--- config.mk ---
export PLATFORM = sky130hd
export DESIGN_NAME = pipe_if
export DESIGN_NICKNAME = d
export VERILOG_FILES = /design/src/rtl/pipe_if.sv
export SDC_FILE = /design/constraint.sdc
export NUM_CORES = 1
export LEC_CHECK = 0
export CELL_PAD_IN_SITES_DETAIL_PLACEMENT = 0
export CELL_PAD_IN_SITES_GLOBAL_PLACEMENT = 2
export CORE_MARGIN = 3
export CORE_UTILIZATION = 28
export CTS_CLUSTER_SIZE = 16
export DETAILED_ROUTE_END_ITERATION = 10
export PLACE_DENSITY = 0.83
export SYNTH_ARGS = -nofsm -noshare
export SYNTH_HDL_FRONTEND = slang
export SYNTH_SLANG_ARGS = --single-unit
--- constraint.sdc ---
create_clock -name clk -period 4.75 [get_ports clk]
set_input_delay 1.425 -clock clk [delete_from_list [all_inputs] [get_ports clk]]
set_output_delay 1.425 -clock clk [all_outputs]
set_load 0.01 [all_outputs]
--- src/rtl/pipe_if.sv ---
// Instruction-fetch stage: fetches words over a req/ack memory port and hands them to decode with a four-phase syn/ack.
// Optional build macro IF_MISALIGN_CHECK_EN: flags redirect targets with nonzero low bits and word-aligns them.
module pipe_if #(
    parameter int unsigned          REG_SZ   = 32,
    parameter logic [REG_SZ-1:0]    RESET_PC = '0
) (
    input  logic              clk,
    input  logic              rst,
    output logic              mem_req,
    output logic [REG_SZ-1:0] mem_addr,
    input  logic              mem_ack,
    input  logic [31:0]       mem_rdata,
    output logic              down_syn,
    input  logic              down_ack,
    output logic [31:0]       inst,
    output logic [REG_SZ-1:0] pc_out,
    input  logic              br_valid,
    input  logic [REG_SZ-1:0] br_target,
    output logic              misalign,
    output logic [1:0]        fsm_state
);

    // Downstream handshake: down_syn rises with a new inst/pc_out and holds them
    // until down_ack rises; the next fetch starts only after down_ack falls again.

    typedef enum logic [1:0] {
        IDLE    = 2'd0,
        FETCH   = 2'd1,
        SEND    = 2'd2,
        RELEASE = 2'd3
    } state_t;

    state_t            state, state_n;
    logic [REG_SZ-1:0] pc, pc_n;
    logic [REG_SZ-1:0] tgt, tgt_n;
    logic              req_n, syn_n, squash, squash_n, redir_pend, pend_n;
    logic [31:0]       inst_n;
    logic [REG_SZ-1:0] pc_out_n;
    logic [REG_SZ-1:0] br_tgt;
    logic              br_accept;

    assign mem_addr  = pc;
    assign fsm_state = state;
    assign br_accept = br_valid && (state != IDLE);

`ifdef IF_MISALIGN_CHECK_EN
    assign br_tgt = {br_target[REG_SZ-1:2], 2'b00};

    always_ff @(posedge clk or posedge rst) begin
        if (rst)
            misalign <= 1'b0;
        else if (br_accept && (br_target[1:0] != 2'b00))
            misalign <= 1'b1;
    end
`else
    assign br_tgt   = br_target;
    assign misalign = 1'b0;
`endif

    always_ff @(posedge clk or posedge rst) begin
        if (rst) begin
            state      <= IDLE;
            pc         <= RESET_PC;
            tgt        <= '0;
            mem_req    <= 1'b0;
            down_syn   <= 1'b0;
            inst       <= '0;
            pc_out     <= '0;
            squash     <= 1'b0;
            redir_pend <= 1'b0;
        end else begin
            state      <= state_n;
            pc         <= pc_n;
            tgt        <= tgt_n;
            mem_req    <= req_n;
            down_syn   <= syn_n;
            inst       <= inst_n;
            pc_out     <= pc_out_n;
            squash     <= squash_n;
            redir_pend <= pend_n;
        end
    end

    always_comb begin
        state_n  = state;
        pc_n     = pc;
        tgt_n    = tgt;
        req_n    = mem_req;
        syn_n    = down_syn;
        inst_n   = inst;
        pc_out_n = pc_out;
        squash_n = squash;
        pend_n   = redir_pend;
        case (state)
            IDLE: begin
                state_n = FETCH;
                req_n   = 1'b1;
            end
            FETCH: begin
                if (!mem_req) begin
                    // Gap cycle after a squash: nothing in flight, so a redirect applies directly.
                    req_n = 1'b1;
                    if (br_valid) pc_n = br_tgt;
                end else if (mem_ack) begin
                    if (!squash && !br_valid) begin
                        inst_n   = mem_rdata;
                        pc_out_n = pc;
                        req_n    = 1'b0;
                        syn_n    = 1'b1;
                        state_n  = SEND;
                    end else begin
                        pc_n     = br_valid ? br_tgt : tgt;
                        squash_n = 1'b0;
                        pend_n   = 1'b0;
                        req_n    = 1'b0;
                    end
                end else if (br_valid) begin
                    tgt_n    = br_tgt;
                    squash_n = 1'b1;
                end
            end
            SEND: begin
                if (br_valid) begin
                    tgt_n  = br_tgt;
                    pend_n = 1'b1;
                end
                if (down_ack) begin
                    syn_n   = 1'b0;
                    state_n = RELEASE;
                end
            end
            RELEASE: begin
                if (br_valid) begin
                    tgt_n  = br_tgt;
                    pend_n = 1'b1;
                end
                if (!down_ack) begin
                    if (br_valid)        pc_n = br_tgt;
                    else if (redir_pend) pc_n = tgt;
                    else                 pc_n = pc + REG_SZ'(4);
                    pend_n  = 1'b0;
                    req_n   = 1'b1;
                    state_n = FETCH;
                end
            end
            default: state_n = IDLE;
        endcase
    end

endmodule

==> out/summary.txt, run 1 <==
Hold Violations, Final: 0
flops & latches, synth: 134
CTS root buffer: clkbuf_16
DP Wirelength: 14.8 mm
Num CTS Buffers: 17
clk buf depth: 2
Die Y: 162 um
setup bufs post-CTS: 0
Slew @ Worst Pin: 0.918 ns
DR vias/cell: 5.09
Buf/Inv on CP: 2
delay-heaviest family, CP: buffers and inverters
width of the die: 162 um
Highest Clock Rate: 300 MHz
Port Buffers: 168
syn avg cell area: 10.9 um^2
worst clock skew: 0.00998 ns
core area: 0.0236 mm^2
pin count of the biggest net entering global routing: 135
Setup TNS: 0 ns
pre-CTS setup slack: 0.983 ns
fin util: 40.1%
most frequent cells in the layout: 168 x clkdlybuf4s50_1, 134 x dfrtp_1, 100 x mux2_2
global-route wire length before repair: 33.1 mm
Reg-to-Reg Start: fsm_state[0]$_DFFE_PP0P_
Synth Cell Area: 0.00677 mm^2
nets@finish: 863
sequential area share after synthesis: 49.5%
vias in the first global route: 5707
Max-Cap Viols: 0
WHS Endpoint: pc_out[27]$_DFFE_PP0P_
Starting Density: 28.7%
CP Launch Type: input pin
XOR/XNOR share of the synthesized area: 0.776%
CTS tree: done
Worst-path clk slew: 0.06 ns
share of post-route cells with drive strength above 1: 20.2%
Placer Congestion: 0.787
period utilization: 70.1%
flop2flop setup slack: 1.97 ns
hold path startpoint: pc_out[27]$_DFFE_PP0P_
normalized max-slew margin: 38.4%
Pleak: 3.83 nW
GR Overflow Total: 0
CTS sink cnt: 134
Ys Warns: 0
RSZ-0062 raised after global routing: no
Area after DPL: 0.00886 mm^2
Synth async-reset ratio: 100%
fin area: 0.00947 mm^2
area growth from synthesis to layout: 39.8%
FF-to-FF End: mem_addr[11]$_DFFE_PP0P_
PD cells: 718 mW/mm^2
cell mode on critical path: a21oi_1
crit path kind: input pin to register
I/O pin cnt: 170
adder-cell area share of the yosys netlist: 0.924%
mux contribution to synthesized area: 18.0%
H-Tree Level Count: 4
number of synthesized flops with an enable pin: 0
crit path DAT: 3.63 ns
ANT nets after route: 0
endpoint class of the critical path: register
Yosys cell types: 65
worst path cell trace: clkdlybuf4s50_1 > nand2b_1 > a21oi_1 > or2_2 > buf_4 > a21oi_1 > o22a_1
CP max stage delay: 0.53 ns
Final Hold Slack: 0.481 ns
Pre-antenna DRT Iters: 5
Post-Synthesis Net Count: 696
post-synth top area cell: dfrtp_1
initial DRC count: 441
peak supply drop: 0.294 mV
overall routing resource usage: 16.3%
post-route setup slack: 1.42 ns
Period minus WS final: 3.33 ns
final setup vio count: 0
crit-path max FO: 26
Vias: 5704
Post-Syn Instances: 622
Crit path required time: 5.05 ns
ANT cells: 0
Worst-Skew Late Latency: 0.42 ns
fin. max-slew vios: 0
Die Area: 0.0261 mm^2
Synth top area share: 49.5%
CTS resizes: 0
CP max stage cell: or2_2
simple-gate portion of the synthesized area: 11.8%
commonest non-fill, non-tap cell in the layout: clkdlybuf4s50_1
cell row count: 56
Routed Wire Length: 21.2 mm
complex-gate fraction of the synthesized area: 15.9%
class of the worst hold path: register to register
Reg2Reg Depth: 8
hold buffer count at cts: 0
antenna violations before repair: 0
Main synth FF type: dfrtp_1
combinational family with the most area after synthesis: multiplexers
DRC violations left: 0
Fillers: 2318
status: complete, no violations
top post-synthesis cells by area: dfrtp_1 50%, mux2_2 17%, nand2_1 2.5%, o21ai_0 2.5%, a21oi_1 2.3%
Min-Delay Path Depth: 2
routed len/inst: 18.9 um
-- metal layers --
| layer | vias to the layer above | track usage (%) | share of wire, % |
|---|---|---|---|
| met2 | 214 | 24.8 | 44 |
| li1 | 2671 | - | - |
| met4 | 0 | 4.11 | 1.3 |
| met1 | 2799 | 22.3 | 46 |
| met3 | 20 | 5.54 | 8.8 |
| met5 | - | 0 | 0 |
-- cell type report --
class / instances / area, um^2 / share of cell area [%]
Sequential cell: 134 / 3350 / 35.4
Multi-Input combinational cell: 438 / 3220 / 34.0
Timing Repair Buffer: 186 / 1840 / 19.4
Clock buffer: 19 / 433 / 4.57
Tap cell: 319 / 399 / 4.21
Clock inverter: 12 / 179 / 1.89
Inverter: 12 / 48.8 / 0.515
-- state kept, by name, indices dropped and copies added (netlist names) --
register	flops
mem_req	1
redir_pend	1
pc_out	32
fsm_state	2
squash	1
inst	32
down_syn	1
mem_addr	32
tgt	32
-- stage by stage --
stage / cells / power [mW]
after floorplan: 622 / 3.92
after global placement: 1089 / 5.39
after detailed placement: 1089 / 5.43
after CTS: 1120 / 6.86
after global routing: 1120 / 7.25
final: 1120 / 6.80
-- Yosys cell counts (5+ instances only) --
cell type,instances
o22ai_1,14
buf_1,12
inv_1,10
buf_2,5
nand2_1,46
ha_1,5
o31ai_1,6
nand3_1,15
nand4_1,8
nand2b_1,5
a211o_1,5
or3_1,6
o21ai_0,34
and3_1,8
a22o_1,10
o22a_1,5
nor4_1,6
dfrtp_1,134
a21oi_1,31
clkbuf_1,17
nor2_1,31
nor3_1,11
mux2_2,100
a211oi_1,6
mux2i_1,9
a31oi_1,8
a22oi_1,6
-- power breakdown --
group	internal (mW)	switching, mW
sequential	1.71	0.543
combinational	1.69	1.46
clock	0.877	0.519
total	4.28	2.52
-- logic make-up (layout without fill, tap and decap cells) --
family / after synthesis / after routing
AOI/OAI and AO/OA: 160 / 160
buffers and inverters: 50 / 229
xor gates and xnor gates: 6 / 6
and+or+nand+nor: 157 / 157
DFF: 134 / 134
adders and majority gates: 5 / 5
muxes: 109 / 109
other: 1 / 1
-- how the worst max path moves through the flow --
stage | from | endpoint | slack [ns] | depth (start not counted)
4_1_cts | br_valid | inst[6]$_DFFE_PP0P_ | 1.42 | 7
3_3_place_gp | br_valid | inst[9]$_DFFE_PP0P_ | 1.01 | 7
2_1_floorplan | rst | down_syn$_DFFE_PP0P_ | 1.66 | 1
6_report | mem_ack | mem_addr[24]$_DFFE_PP0P_ | 1.42 | 7
5_1_grt | mem_ack | mem_addr[24]$_DFFE_PP0P_ | 1.30 | 7
3_5_place_dp | br_valid | inst[6]$_DFFE_PP0P_ | 0.98 | 7
-- worst register-to-register path, cell delays in order (launching register included) --
cell and delay [ns]:
dfrtp_1 0.44, ha_1 0.39, buf_4 0.31, nand2_1 0.10
o21ai_0 0.17, or2_2 0.57, buf_4 0.28, a31o_2 0.21
a32o_1 0.20
No activity file was read; power rests on OpenSTA's default activity.
==> inputs of run 2 (changes only) <==
--- a/config.mk
+++ b/config.mk
@@ -8,10 +8,10 @@
 export CELL_PAD_IN_SITES_DETAIL_PLACEMENT = 0
 export CELL_PAD_IN_SITES_GLOBAL_PLACEMENT = 2
 export CORE_MARGIN = 3
-export CORE_UTILIZATION = 28
+export CORE_UTILIZATION = 31
 export CTS_CLUSTER_SIZE = 16
 export DETAILED_ROUTE_END_ITERATION = 10
-export PLACE_DENSITY = 0.83
+export PLACE_DENSITY = 0.87
 export SYNTH_ARGS = -nofsm -noshare
 export SYNTH_HDL_FRONTEND = slang
 export SYNTH_SLANG_ARGS = --single-unit
==> constraint.sdc (replaced) <==
create_clock -name clk -period 3.4 [get_ports clk]
set_input_delay 1.02 -clock clk [delete_from_list [all_inputs] [get_ports clk]]
set_output_delay 1.02 -clock clk [all_outputs]
set_load 0.01 [all_outputs]
==> run 2 against run 1 <==
  * Sequential power up 38%
  * Clock power up 56%
  * Sequential cell count unchanged
==> out/summary.txt, run 2 (synthesis results as in run 1) <==
Fillers: 2020 (-13%)
CTS tree: done
width of the die: 154 um (-4.8%)
final setup vio count: 0 (unchanged)
DRC violations left: 0 (unchanged)
Pleak: 3.93 nW (+2.9%)
antenna violations before repair: 0 (unchanged)
ANT nets after route: 0 (unchanged)
Slew @ Worst Pin: 0.811 ns (-0.107 ns)
GR Overflow Total: 0 (unchanged)
Highest Clock Rate: 361 MHz
fin util: 45.3% (+5.2 points)
Final Hold Slack: 0.481 ns (-0.0000170 ns)
crit-path max FO: 36 (+38%)
fin. max-slew vios: 0 (unchanged)
worst path cell trace: clkdlybuf4s50_1 > buf_12 > or2_0 > nor2_1 > a2111oi_0 > o22a_1
Pre-antenna DRT Iters: 4 (-1)
nets@finish: 874 (+1.3%)
CP max stage cell: clkdlybuf4s50_1
Starting Density: 31.9% (+3.2 points)
Port Buffers: 168 (unchanged)
vias in the first global route: 5876 (+3.0%)
Power Total: 9.74 mW (+43%)
CP max stage delay: 0.61 ns (+0.08 ns)
DR vias/cell: 5.39 (+5.8%)
class of the worst hold path: register to register
crit path kind: input pin to register
Buf/Inv on CP: 2 (unchanged)
DP Wirelength: 14.6 mm (-1.4%)
H-Tree Level Count: 4 (unchanged)
endpoint class of the critical path: register
Die Y: 154 um (-4.8%)
switching part of the total: 35.7% (-1.4 points)
CTS root buffer: clkbuf_16
post-route setup slack: 0.633 ns (-0.787 ns)
period utilization: 81.4%
Vias: 5860 (+2.7%)
Setup TNS: 0 ns (unchanged)
hold buffer count at cts: 0 (unchanged)
Worst-Skew Late Latency: 0.42 ns (about the same)
CTS resizes: 0 (unchanged)
crit path DAT: 3.13 ns (-0.50 ns)
Max-Cap Viols: 0 (unchanged)
Num CTS Buffers: 17 (unchanged)
status: complete, no violations
clk buf depth: 2 (unchanged)
commonest non-fill, non-tap cell in the layout: clkdlybuf4s50_1
overall routing resource usage: 17.6% (+1.3 points)
CP Launch Type: input pin
Routed Wire Length: 20.6 mm (-2.5%)
DRT met1 WL: 9.50 mm (-2.2%)
Crit path required time: 3.76 ns (-1.29 ns)
DR top layer: met4
RSZ-0062 raised after global routing: no
Hold Violations, Final: 0 (unchanged)
CTS sink cnt: 134 (unchanged)
share of post-route cells with drive strength above 1: 21.6% (+1.4 points)
clock share of power: 22.4% (+1.9 points)
Worst-path clk slew: 0.06 ns (about the same)
worst clock skew: 0.00952 ns (-0.000467 ns)
delay-heaviest family, CP: buffers and inverters
most frequent cells in the layout: 168 x clkdlybuf4s50_1, 134 x dfrtp_1, 100 x mux2_2
pre-CTS setup slack: 0.256 ns (-0.727 ns)
area growth from synthesis to layout: 41.9%
normalized max-slew margin: 45.4% (+7.0 points)
Placer Congestion: 0.816 (+3.6%)
cell row count: 53 (-5.4%)
DR WL met3: 1.45 mm (-22%)
I/O pin cnt: 170 (unchanged)
pin count of the biggest net entering global routing: 70 (-48%)
met2 routed WL: 9.34 mm (+0.18%)
internal power: 6.27 mW (+46%)
part of the power in registers: 32.0% (-1.2 points)
global-route wire length before repair: 33.2 mm (about the same)
Die Area: 0.0237 mm^2 (-9.3%)
Comb power frac: 45.6% (-0.7 points)
PD cells: 1010 mW/mm^2 (+41%)
P_sw: 3.48 mW (+38%)
core area: 0.0212 mm^2 (-10%)
peak supply drop: 0.425 mV (+44%)
Period minus WS final: 2.77 ns
ANT cells: 0 (unchanged)
initial DRC count: 414 (-6.1%)
routed len/inst: 19.0 um (+0.40%)
setup bufs post-CTS: 0 (unchanged)
run 2: cell type report:
cell class	instances	area, um^2	area share (%)
repair buffers	197	1950	20.3
inverters	12	48.8	0.508
clock buffers	21	480	5.00
flip-flops and latches	134	3350	34.9
multi-input cells	438	3220	33.5
clock inverters	11	218	2.27
well taps	275	344	3.58
run 2: final timing paths:
check / start / endpoint / slack, ns / cells past startpoint
setup / recovery: br_valid / mem_addr[10]$_DFFE_PP0P_ / 0.63 / 6
hold / removal: pc_out[14]$_DFFE_PP0P_ / pc_out[14]$_DFFE_PP0P_ / 0.48 / 2
setup reg to reg: mem_addr[2]$_DFFE_PP0P_ / mem_addr[28]$_DFFE_PP0P_ / 0.83 / 6
hold reg to reg: pc_out[14]$_DFFE_PP0P_ / pc_out[14]$_DFFE_PP0P_ / 0.48 / 2
max in group asynchronous: rst / mem_addr[23]$_DFFE_PP0P_ / 1.77 / 3
min in group asynchronous: rst / inst[13]$_DFFE_PP0P_ / 0.93 / 2
run 2: routing by layer:
metal	GRT usage (%)	up-vias
li1	-	2686
met1	24.3	2935
met2	26.9	214
met3	4.90	25
met4	5.80	0
met5	0	-
run 2: through the flow:
stage	instances	cell area, um^2
finish	1088	9610
global route	1088	9610
CTS	1088	9610
detailed placement	1056	8910
global placement	1056	8910
floorplan	622	6780
run 2: worst reg2reg max path, delay by kind of cell (launching register included):
family / cells / cell delay, ns
AOI/OAI and AO/OA: 2 / 0.52
DFF: 1 / 0.55
and+or+nand+nor: 3 / 1.12
adders and majority gates: 1 / 0.31
run 2: power groups by stage:
stage	Clock, mW	Combinational (mW)	Sequential (mW)
after floorplan	0	2.29	3.19
after global placement	0	4.43	3.12
after detailed placement	0	4.46	3.14
after CTS	2.23	4.48	3.12
after global routing	2.29	4.84	3.26
final	2.18	4.44	3.12
